[src/rtl/gemm_ctrl.sv]
// GEMM loop-nest sequencer: walks i/j/k, issues A/B reads, MAC strobes and C writes.
// Optional perf counters (perf_cycles, perf_stalls) under `GEMM_CTRL_PERF_CNT_EN.
module gemm_ctrl #(
    parameter int unsigned ADDR_WIDTH = 16,
    parameter int unsigned BASE_A     = 0,
    parameter int unsigned BASE_B     = 0,
    parameter int unsigned BASE_C     = 0
) (
    input  logic                  clk,
    input  logic                  reset,
    input  logic                  in_valid,
    input  logic [7:0]            M_dimmension,
    input  logic [7:0]            K_dimmension,
    input  logic [7:0]            N_dimmension,
    input  logic                  stall,
    output logic                  busy,
    output logic                  done,
    output logic                  dim_err,
    output logic                  read_enable_A,
    output logic [ADDR_WIDTH-1:0] address_A,
    output logic                  read_enable_B,
    output logic [ADDR_WIDTH-1:0] address_B,
    output logic                  mac_valid,
    output logic                  mac_first,
    output logic                  mac_last,
    output logic                  write_enable_C,
    output logic [ADDR_WIDTH-1:0] address_C
`ifdef GEMM_CTRL_PERF_CNT_EN
    ,
    output logic [31:0]           perf_cycles,
    output logic [31:0]           perf_stalls
`endif
);

    typedef enum logic [1:0] {IDLE, RUN, DRAIN, FIN} state_t;

    state_t state, state_next;

    logic [7:0] m_dim, k_dim, n_dim;
    logic [7:0] i_cnt, j_cnt, k_cnt;
    logic       k_end, j_end, i_end;
    logic       dims_ok, accept, reject, issue;

    logic [15:0]           prod_a, prod_b, prod_c;
    logic [ADDR_WIDTH-1:0] addr_a_raw, addr_b_raw, addr_c_issue;

    logic                  s2_valid, s2_first, s2_last;
    logic [ADDR_WIDTH-1:0] s2_addr_c;
    logic                  s3_valid;
    logic [ADDR_WIDTH-1:0] s3_addr_c;

    assign dims_ok = (M_dimmension != 8'd0) && (K_dimmension != 8'd0) && (N_dimmension != 8'd0);
    assign k_end   = (k_cnt == 8'(k_dim - 8'd1));
    assign j_end   = (j_cnt == 8'(n_dim - 8'd1));
    assign i_end   = (i_cnt == 8'(m_dim - 8'd1));
    assign issue   = (state == RUN) && !stall;

    // 8x8 products, then address sums wrap modulo 2^ADDR_WIDTH
    assign prod_a       = 16'(i_cnt) * 16'(k_dim);
    assign prod_b       = 16'(k_cnt) * 16'(n_dim);
    assign prod_c       = 16'(i_cnt) * 16'(n_dim);
    assign addr_a_raw   = ADDR_WIDTH'(BASE_A + 32'(prod_a) + 32'(k_cnt));
    assign addr_b_raw   = ADDR_WIDTH'(BASE_B + 32'(prod_b) + 32'(j_cnt));
    assign addr_c_issue = ADDR_WIDTH'(BASE_C + 32'(prod_c) + 32'(j_cnt));

    // Strobes are gated by stall in the same cycle; addresses read 0 when idle
    assign read_enable_A  = issue;
    assign read_enable_B  = issue;
    assign address_A      = issue ? addr_a_raw : '0;
    assign address_B      = issue ? addr_b_raw : '0;
    assign mac_valid      = s2_valid && !stall;
    assign mac_first      = mac_valid && s2_first;
    assign mac_last       = mac_valid && s2_last;
    assign write_enable_C = s3_valid && !stall;
    assign address_C      = write_enable_C ? s3_addr_c : '0;

    // Next-state logic
    always_comb begin
        state_next = state;
        accept     = 1'b0;
        reject     = 1'b0;
        case (state)
            IDLE: begin
                if (in_valid) begin
                    if (dims_ok) begin
                        accept     = 1'b1;
                        state_next = RUN;
                    end else begin
                        reject     = 1'b1;
                    end
                end
            end
            RUN:   if (issue && k_end && j_end && i_end) state_next = DRAIN;
            DRAIN: if (!stall && !s2_valid && !s3_valid) state_next = FIN;
            FIN:   state_next = IDLE;
            default: state_next = IDLE;
        endcase
    end

    always_ff @(posedge clk) begin
        if (reset) begin
            state   <= IDLE;
            busy    <= 1'b0;
            done    <= 1'b0;
            dim_err <= 1'b0;
        end else begin
            state   <= state_next;
            busy    <= (state_next == RUN) || (state_next == DRAIN);
            done    <= (state_next == FIN);
            dim_err <= reject;
        end
    end

    // Loop-nest counters; k innermost, i outermost
    always_ff @(posedge clk) begin
        if (reset) begin
            m_dim <= 8'd0;
            k_dim <= 8'd0;
            n_dim <= 8'd0;
            i_cnt <= 8'd0;
            j_cnt <= 8'd0;
            k_cnt <= 8'd0;
        end else if (accept) begin
            m_dim <= M_dimmension;
            k_dim <= K_dimmension;
            n_dim <= N_dimmension;
            i_cnt <= 8'd0;
            j_cnt <= 8'd0;
            k_cnt <= 8'd0;
        end else if (issue) begin
            if (k_end) begin
                k_cnt <= 8'd0;
                if (j_end) begin
                    j_cnt <= 8'd0;
                    i_cnt <= i_end ? 8'd0 : 8'(i_cnt + 8'd1);
                end else begin
                    j_cnt <= 8'(j_cnt + 8'd1);
                end
            end else begin
                k_cnt <= 8'(k_cnt + 8'd1);
            end
        end
    end

    // MAC stage and C-write stage; both freeze under stall
    always_ff @(posedge clk) begin
        if (reset) begin
            s2_valid  <= 1'b0;
            s2_first  <= 1'b0;
            s2_last   <= 1'b0;
            s2_addr_c <= '0;
            s3_valid  <= 1'b0;
            s3_addr_c <= '0;
        end else if (!stall) begin
            s2_valid  <= issue;
            s2_first  <= (k_cnt == 8'd0);
            s2_last   <= k_end;
            s2_addr_c <= addr_c_issue;
            s3_valid  <= s2_valid && s2_last;
            s3_addr_c <= s2_addr_c;
        end
    end

`ifdef GEMM_CTRL_PERF_CNT_EN
    always_ff @(posedge clk) begin
        if (reset) begin
            perf_cycles <= 32'd0;
            perf_stalls <= 32'd0;
        end else if (accept) begin
            perf_cycles <= 32'd0;
            perf_stalls <= 32'd0;
        end else if (busy) begin
            perf_cycles <= perf_cycles + 32'd1;
            if (stall) perf_stalls <= perf_stalls + 32'd1;
        end
    end
`endif

endmodule
[config.mk]
export PLATFORM = sky130hd
export DESIGN_NAME = gemm_ctrl
export DESIGN_NICKNAME = d
export VERILOG_FILES = /design/src/rtl/gemm_ctrl.sv
export SDC_FILE = /design/constraint.sdc
export NUM_CORES = 1
export LEC_CHECK = 0
export ABC_AREA = 1
export BUFFER_PORTS_ARGS = -buffer_cell sky130_fd_sc_hd__buf_2
export CAP_MARGIN = 20
export CORE_UTILIZATION = 57
export CTS_CLUSTER_DIAMETER = 30
export DETAILED_ROUTE_END_ITERATION = 10
export PLACE_DENSITY = 0.79
export SYNTH_ARGS = -nofsm -noshare
export SYNTH_HDL_FRONTEND = slang
export SYNTH_SLANG_ARGS = --single-unit
[constraint.sdc]
create_clock -name clk -period 4.5 [get_ports clk]
set_input_delay 0.45 -clock clk [delete_from_list [all_inputs] [get_ports clk]]
set_output_delay 0.45 -clock clk [all_outputs]
set_load 0.005 [all_outputs]
==> qor.yml, run 1 <==
status: "finished with violations"
violations: "negative setup slack"
die_area_um2: 21800
ys_seq_area_frac: 0.147
timing.rr.end: "s2_addr_c[12]"
cts_made_buffers: 9
placed_area_um2: 13400
report.final.hold_viol_count: 0
yosys_warnings: 0
ys_types: 44
p_switching_uw: 677
p_leak_nw: 8.47
regArea_um2: 1870
drt_iter0_drc: 615
whs_endpoint: "m_dim[3]"
avgSynthCellArea_um2: 6.94
fin_nets: 2175
cts_tree: "built"
fin_ws_ns: -0.224
first_pass_iters: 6
die_w_um: 148
finalCritPeriodShare: 1.05
overflow: 0
switching_share: 0.322
area_growth_pct: 21.0
num_rows: 52
ctsHtreeMaxLevel: 3
clk_latency_ns: 0.36
hpwl_um: 23600
vias: 11200
grt_max_degree: 53
max_cap_viol_count: 0
max_slew_margin: 0.380
critPathLaunchType: "flop"
syn_area_um2: 12100
peakVddDrop_mv: 0.208
grt_util_all_layers: 0.291
worst-setup-path-type: "flop to output port"
final_max_slew_viol_count: 0
finClkSkew_ns: 0.00810
clock-sinks: 89
min_from: "M_dimmension[3]"
drcViolationCount: 0
synth_area_leaders: "fa_1, dfxtp_1, inv_1, ha_1, nand2_1"
cts.clk_slew.worst_paths_ns: 0.07
cp-end-kind: "output port"
grt_pass1_vias: 11100
whs_path_depth: 3
gp_congestion: 0.972
comb_power_share: 0.218
antenna-diode-count: 0
viasPerCell: 5.17
hp-class: "input pin to flop"
die_h_um: 148
rrSetupSlack_ns: 0.20
coreArea_um2: 20500
initial_core_util: 0.590
multi_input_area_um2: 8820
io_pins: 85
rr_startpoint: "i_cnt[4]"
grt_pass1_wl_um: 51200
wl_per_cell_um: 14.5
crit_arrival_ns: 4.27
antenna_found_initial: 0
synth_top_area_frac: 0.219
cts_root_buf: "clkbuf_16"
drive_gt1_frac: 0.224
design_area_um2: 14600
synth_top_cell_by_area: "fa_1"
synthesis.nets: 2016
tightest_slew_ns: 0.927
p_per_area_nw_per_um2: 144
synth-seq-cells: 89
wl_um: 31400
r2r_cells: 20
synthArstFlopShare: 0
p_int_mw: 1.42
finalSetupViolCount: 13
synthFlopType: "dfxtp_1"
rsz0062_at_grt: "yes"
clk_path_buf_depth: 2
crit_fanout: 6
fmax_mhz: 212
place_inst: 2136
postRouteAntennaNets: 0
required_ns: 4.05
finish.utilization: 0.713
port_buffers: 84
p_seq_frac: 0.407
pwr-share-clk: 0.375
min_period_ns: 4.72
place_worst_setup_slack_ns: -0.156
instances_no_fill: 2174
synth_edf_count: 0
yosysMostFrequentCell: "inv_1"
holdBufCountCts: 0
synth_cells: 1740
synth_top_cells_by_count: "inv_1, nand2_1, fa_1"
n_fill_cell: 1602
fin_total_pwr_mw: 2.10
## layout by cell type, fill, tap and decap left out, drive strengths merged, types with 2 or more instances in the layout
cell | netlist | routed
inv | 454 | 455
nand2 | 375 | 375
buf | 33 | 223
nor2 | 138 | 138
fa | 132 | 132
ha | 116 | 116
a21oi | 103 | 103
o21ai | 89 | 89
dfxtp | 89 | 89
nand3 | 67 | 67
xor2 | 34 | 34
xnor2 | 14 | 14
nand4 | 10 | 10
clkbuf | 42 | 10
nor3 | 9 | 9
nor4 | 8 | 8
o21bai | 6 | 6
clkinvlp | 0 | 3
nand3b | 3 | 3
a31oi | 3 | 3
xnor3 | 2 | 2
o2111ai | 2 | 2
nor3b | 2 | 2
clkinv | 1 | 2
## layer usage
metal | track usage | part of all wire
met1 | 0.346 | 0.39
met2 | 0.532 | 0.53
met3 | 0.0299 | 0.045
met4 | 0.125 | 0.041
met5 | 0 | 0
## what timing repair did
| item | in CTS | in global routing |
|---|---|---|
| resized for setup | 143 | 93 |
| pin swaps | 67 | 40 |
| endpoints found under the setup margin | 20 | 23 |
| buffers inserted | 14 | 11 |
## power groups by stage
stage	Sequential, mW	Combinational, mW	Clock, mW
5_1_grt	0.859	0.509	0.818
6_report	0.855	0.457	0.788
3_3_place_gp	0.874	0.425	0
3_5_place_dp	0.874	0.431	0
4_1_cts	0.854	0.447	0.785
2_1_floorplan	0.859	0.324	0
## logic make-up after synthesis
group / share of synthesized area
buf+inv: 0.170
xor+xnor: 0.0385
flops: 0.147
compound gates: 0.0895
simple gates: 0.216
fa+ha+maj: 0.339
## registers in the layout, indices dropped and copies added (netlist names), 2 cells and up
signal     flops
s2_addr_c     16
s3_addr_c     16
m_dim          8
n_dim          8
j_cnt          8
state          2
k_dim          8
k_cnt          8
i_cnt          8
## per-stage QoR
stage / TNS [ns] / hold WS (ns)
6_report: -2.11 / 0.385
5_1_grt: -4.50 / 0.418
4_1_cts: -1.39 / 0.391
3_5_place_dp: -0.493 / 0.444
3_3_place_gp: -0.287 / 0.441
2_1_floorplan: 0 / 0.430
## cell type report
type,count,area share
multi-input cells,1121,0.604
flip-flops and latches,89,0.128
inverters,455,0.117
repair buffers,223,0.108
well taps,270,0.0231
clock buffers,10,0.0157
clock inverters,6,0.00454
## critical path, stage by stage (launching register included)
cell and delay [ns]:
dfxtp_4 0.37, buf_4 0.15, nand2_1 0.05, inv_1 0.05, fa_1 0.49, fa_1 0.51
fa_1 0.51, inv_1 0.06, fa_1 0.56, inv_2 0.07, ha_4 0.24, a21oi_2 0.19
o21ai_2 0.09, buf_4 0.14, buf_4 0.12, o21ai_0 0.13, a21oi_1 0.06, buf_2 0.12
## how the worst max path moves through the flow
stage / start / to / slack, ns / cells past startpoint
3_5_place_dp: n_dim[3] / address_B[13] / -0.16 / 17
3_3_place_gp: n_dim[3] / address_B[12] / -0.10 / 18
6_report: i_cnt[5] / address_A[10] / -0.22 / 17
2_1_floorplan: n_dim[2] / address_B[12] / 0.004 / 19
5_1_grt: i_cnt[4] / address_A[12] / -0.42 / 18
4_1_cts: k_cnt[6] / address_B[13] / -0.23 / 17
(Power assumes the default switching activity.)
==> run 2, diff against run 1 <==
--- a/config.mk
+++ b/config.mk
@@ -8,6 +8,7 @@
 export ABC_AREA = 1
 export BUFFER_PORTS_ARGS = -buffer_cell sky130_fd_sc_hd__buf_2
 export CAP_MARGIN = 20
+export CORE_MARGIN = 2
 export CORE_UTILIZATION = 57
 export CTS_CLUSTER_DIAMETER = 30
 export DETAILED_ROUTE_END_ITERATION = 10
==> constraint.sdc (replaced) <==
create_clock -name clk -period 4.5 [get_ports clk]
set_input_delay 0.45 -clock clk [delete_from_list [all_inputs] [get_ports clk]]
set_output_delay 0.45 -clock clk [all_outputs]
set_load 0.01 [all_outputs]
==> run 2 against run 1 <==
  * The flow still finishes with violations (negative setup slack)
  * Worst setup slack got worse by 0.078 ns
  * Flip-flop and latch count stayed put
  * Die area rose by 2.7%
  * Register-to-register slack is essentially flat
  * Non-clock buffer count grew 4
  * Clock-buffer cell count rose by 1
  * Wire length rose by 3.9%
  * Cell count is 0.41% higher
  * Utilization decreased by 1.2 points
  * Sequential power about the same
==> qor.yml, run 2 (same netlist as run 1, synthesis figures left out) <==
path_common_cell: "fa_1"
hp-class: "input pin to flop"
grt_max_degree: 53
gp_congestion: 0.991
p_leak_nw: 8.56
max_slew_margin: 0.461
grt_pass1_wl_um: 52000
finClkSkew_ns: 0.0121
reg_top3: "s2_addr_c: 16 flops, s3_addr_c: 16 flops"
port_buffers: 84
grt_pass1_vias: 11400
clk_latency_ns: 0.36
violations: "negative setup slack"
tightest_slew_ns: 0.809
vias: 11600
drive_gt1_frac: 0.227
fin_nets: 2179
cp-end-kind: "output port"
final_cell_mix: "inv_1, nand2_1, nor2_1, fa_1, buf_4"
hpwl_um: 23800
status: "finished with violations"
fin_ws_ns: -0.301
antenna_found_initial: 0
wl_um: 32700
cts.clk_slew.worst_paths_ns: 0.07
wl_per_cell_um: 15.0
clock-sinks: 89
cp_num_buf_inv: 4
regArea_um2: 1870
crit_chain: "nand2_2 > fa_1 > fa_1 > inv_1 > fa_1 > inv_2 > fa_1 > inv_2 > ha_4 > nand2_2 > a31oi_4 > nor2_2 > o21ai_2 > a21oi_2 > xor2_1 > nor2_1 > buf_2"
io_pins: 85
cpLargestDelayFamily: "adder cells"
antenna-diode-count: 0
critPathLaunchType: "flop"
initial_core_util: 0.578
postRouteAntennaNets: 0
area_growth_pct: 21.3
place_worst_setup_slack_ns: -0.100
setup_tns_ns: -2.59
report.final.hold_viol_count: 0
finalSetupViolCount: 15
p_per_area_nw_per_um2: 145
max_cap_viol_count: 0
crit_arrival_ns: 4.35
crit_path_top_delay_cell: "fa_1"
overflow: 0
cpPeakStageDelay_ns: 0.60
placed_area_um2: 13300
clk_path_buf_depth: 2
multi_input_area_um2: 8810
die_h_um: 150
num_rows: 53
grt_util_all_layers: 0.288
rsz0062_at_grt: "yes"
crit_fanout: 5
final_common_cell: "inv_1"
design_area_um2: 14700
drt_iter0_drc: 730
min_period_ns: 4.80
coreArea_um2: 20900
die_w_um: 150
ctsHtreeMaxLevel: 3
required_ns: 4.05
final_max_slew_viol_count: 0
cts_root_buf: "clkbuf_16"
fmax_mhz: 208
die_area_um2: 22400
drcViolationCount: 0
worst-setup-path-type: "flop to output port"
hold_slack_ns: 0.392
viasPerCell: 5.30
cts_tree: "built"
cts_made_buffers: 9
first_pass_iters: 6
n_fill_cell: 1594
finalCritPeriodShare: 1.07
peakVddDrop_mv: 0.194
run 2: per-layer routing:
layer | global-route usage | up-vias | share of wire
met5 | 0 | - | 0
met4 | 0.150 | 0 | 0.061
met3 | 0.0506 | 153 | 0.065
met2 | 0.514 | 408 | 0.51
met1 | 0.330 | 5488 | 0.37
li1 | - | 5513 | -
run 2: tightest hold or removal path, stage by stage:
cell,delay [ns]
buf_2,0.08
o21ai_0,0.08
a21oi_1,0.10
run 2: power breakdown:
group | total (mW) | internal (mW) | leakage (nW) | switching (mW)
Sequential | 0.854 | 0.822 | 0.749 | 0.0321
Clock | 0.788 | 0.450 | 0.146 | 0.338
Combinational | 0.476 | 0.173 | 7.66 | 0.303
Total | 2.12 | 1.45 | 8.56 | 0.673
run 2: cell type report:
cell class,count,area share
tap,275,0.0235
inverter,455,0.117
multi-input combinational,1121,0.601
clock buffer,11,0.0166
sequential,89,0.128
timing repair buffer,227,0.110
clock inverter,5,0.00435
run 2: final timing paths:
path | startpoint | end | slack, ns | depth (start not counted)
max | k_cnt[4] | address_B[13] | -0.30 | 17
min | M_dimmension[4] | m_dim[4] | 0.39 | 3
max reg2reg | n_dim[4] | s2_addr_c[10] | 0.21 | 22
min reg2reg | s3_addr_c[6] | s3_addr_c[6] | 0.46 | 2
run 2: what timing repair did:
action | in CTS | in global routing
resized for setup | 157 | 78
pin swaps | 70 | 59
endpoints found under the setup margin | 16 | 23
hold buffers | 0 | 0
setup buffers | 25 | 15
run 2: through the flow:
stage | util | std cells | power (mW)
global placement | 0.638 | 2130 | 1.29
CTS | 0.684 | 2169 | 2.10
detailed placement | 0.638 | 2130 | 1.31
global route | 0.702 | 2183 | 2.20
floorplan | - | 1740 | 1.18
finish | 0.702 | 2183 | 2.12
==> run 3, diff against run 2 <==
--- a/config.mk
+++ b/config.mk
@@ -6,12 +6,12 @@
 export NUM_CORES = 1
 export LEC_CHECK = 0
 export ABC_AREA = 1
-export BUFFER_PORTS_ARGS = -buffer_cell sky130_fd_sc_hd__buf_2
 export CAP_MARGIN = 20
 export CORE_MARGIN = 2
-export CORE_UTILIZATION = 57
+export CORE_UTILIZATION = 60
 export CTS_CLUSTER_DIAMETER = 30
 export DETAILED_ROUTE_END_ITERATION = 10
+export DONT_BUFFER_PORTS = 1
 export PLACE_DENSITY = 0.79
 export SYNTH_ARGS = -nofsm -noshare
 export SYNTH_HDL_FRONTEND = slang
==> run 3 against run 2 <==
  * The flow still finishes with violations (negative setup slack)
  * Critical path depth is the same
  * Die area shrank 4.9%
  * Sequential power is essentially flat
  * Maximum frequency shrank 2.5%
  * Wire length grew 0.33%
  * Cell area shrank 1.2%
  * Sequential share of layout area grew 0.19 points
  * Worst hold slack lost 0.24 ns
  * Cell count shrank 4.3%
  * Flip-flop and latch count is the same
  * Clock power grew 3.2%
  * Clock skew grew 0.00052 ns
  * Critical path type unchanged
==> qor.yml, run 3 (same netlist as run 1, synthesis figures left out) <==
crit_fanout: 5
worst-setup-path-type: "flop to output port"
min_period_ns: 4.92
fin_ws_ns: -0.423
place_inst: 2050
clk_latency_ns: 0.36
required_ns: 4.05
fin_nets: 2096
antenna_found_initial: 0
p_leak_nw: 8.18
crit_arrival_ns: 4.47
fmax_mhz: 203
rsz0062_at_grt: "yes"
area_growth_pct: 19.9
cts_root_buf: "clkbuf_16"
peakVddDrop_mv: 0.190
max_slew_margin: 0.498
fin_total_pwr_mw: 2.11
viasPerCell: 5.36
overflow: 0
grt_util_all_layers: 0.295
hp-class: "input pin to flop"
reg_top3: "s2_addr_c: 16 flops, s3_addr_c: 16 flops"
vias: 11200
max_cap_viol_count: 0
cp-end-kind: "output port"
die_area_um2: 21300
cts.clk_slew.worst_paths_ns: 0.07
hold_slack_ns: 0.156
final_common_cell: "inv_1"
grt_pass1_vias: 11400
grt_pass1_wl_um: 51800
die_h_um: 146
coreArea_um2: 19600
antenna-diode-count: 0
final_cell_mix: "inv_1, nand2_1, fa_1, nor2_1, buf_4"
violations: "negative setup slack"
wl_per_cell_um: 15.7
finClkSkew_ns: 0.0126
setup_tns_ns: -3.57
status: "finished with violations"
num_rows: 51
critPathLaunchType: "flop"
die_w_um: 146
finalCritPeriodShare: 1.09
drt_iter0_drc: 719
place_worst_setup_slack_ns: -0.0856
drive_gt1_frac: 0.207
finalSetupViolCount: 15
report.final.hold_viol_count: 0
hpwl_um: 23700
grt_max_degree: 53
postRouteAntennaNets: 0
tightest_slew_ns: 0.752
drcViolationCount: 0
final_max_slew_viol_count: 0
p_per_area_nw_per_um2: 145
cts_tree: "built"
clk_path_buf_depth: 2
first_pass_iters: 5
cts_made_buffers: 9
holdBufCountCts: 0
clock-sinks: 89
port_buffers: 0
wl_um: 32800
gp_congestion: 0.956
io_pins: 85
instances_no_fill: 2090
initial_core_util: 0.617
ctsHtreeMaxLevel: 3
[run 3: cell count changes in the layout (fill, tap and decap cells not counted), sizes merged]
cell | before | now
clkinvlp | 1 | 0
inv | 455 | 457
buf | 227 | 143
[run 3: path summary, 6_finish.rpt]
path	startpoint	to	slack (ns)	cells past startpoint
hold reg to reg	s3_addr_c[0]	s3_addr_c[0]	0.46	2
setup reg to reg	i_cnt[5]	s2_addr_c[13]	0.10	22
setup / recovery	k_cnt[3]	address_B[11]	-0.42	17
hold / removal	reset	done	0.16	1
[run 3: layout make-up]
cell class,count,area [um^2]
Clock buffer,10,239
Inverter,455,1710
Tap cell,265,332
Sequential cell,89,1880
Clock inverter,6,72.6
Timing Repair Buffer,144,1280
Fill cell,1340,5100
Multi-Input combinational cell,1121,8970
[run 3: timing repair]
action / CTS / global route
pin swaps: 59 / 84
setup endpoints to repair: 20 / 25
setup buffers: 10 / 17
gates resized for setup: 130 / 152
gates cloned: 0 / 1
[run 3: through the flow]
| step | instance area (um^2) | utilization |
|---|---|---|
| 3_3_place_gp | 13000 | 0.665 |
| 4_1_cts | 13900 | 0.707 |
| 5_1_grt | 14500 | 0.740 |
| 6_report | 14500 | 0.740 |
| 2_1_floorplan | 12200 | - |
| 3_5_place_dp | 13000 | 0.665 |
[run 3: report_power, final]
part,internal (mW),total [mW],switching [mW]
clock,0.454,0.813,0.359
combinational,0.158,0.437,0.279
sequential,0.820,0.855,0.0349
[run 3: layer usage]
layer	global-route usage	routed length, um	vias up
met2	0.542	17200	379
li1	-	-	5354
met4	0.162	1860	0
met1	0.325	12100	5331
met5	0	0	-
met3	0.0458	1600	145
[run 3: critical path: stages (launching register included)]
cell	delay, ns
dfxtp_4	0.41
nand2_1	0.11
fa_1	0.48
fa_1	0.52
inv_2	0.05
fa_1	0.57
inv_1	0.07
fa_1	0.53
inv_2	0.06
ha_4	0.30
buf_12	0.12
nand2_8	0.05
a31oi_4	0.21
nor2_2	0.07
o21ai_2	0.18
o21ai_0	0.10
a21oi_1	0.15
buf_4	0.14
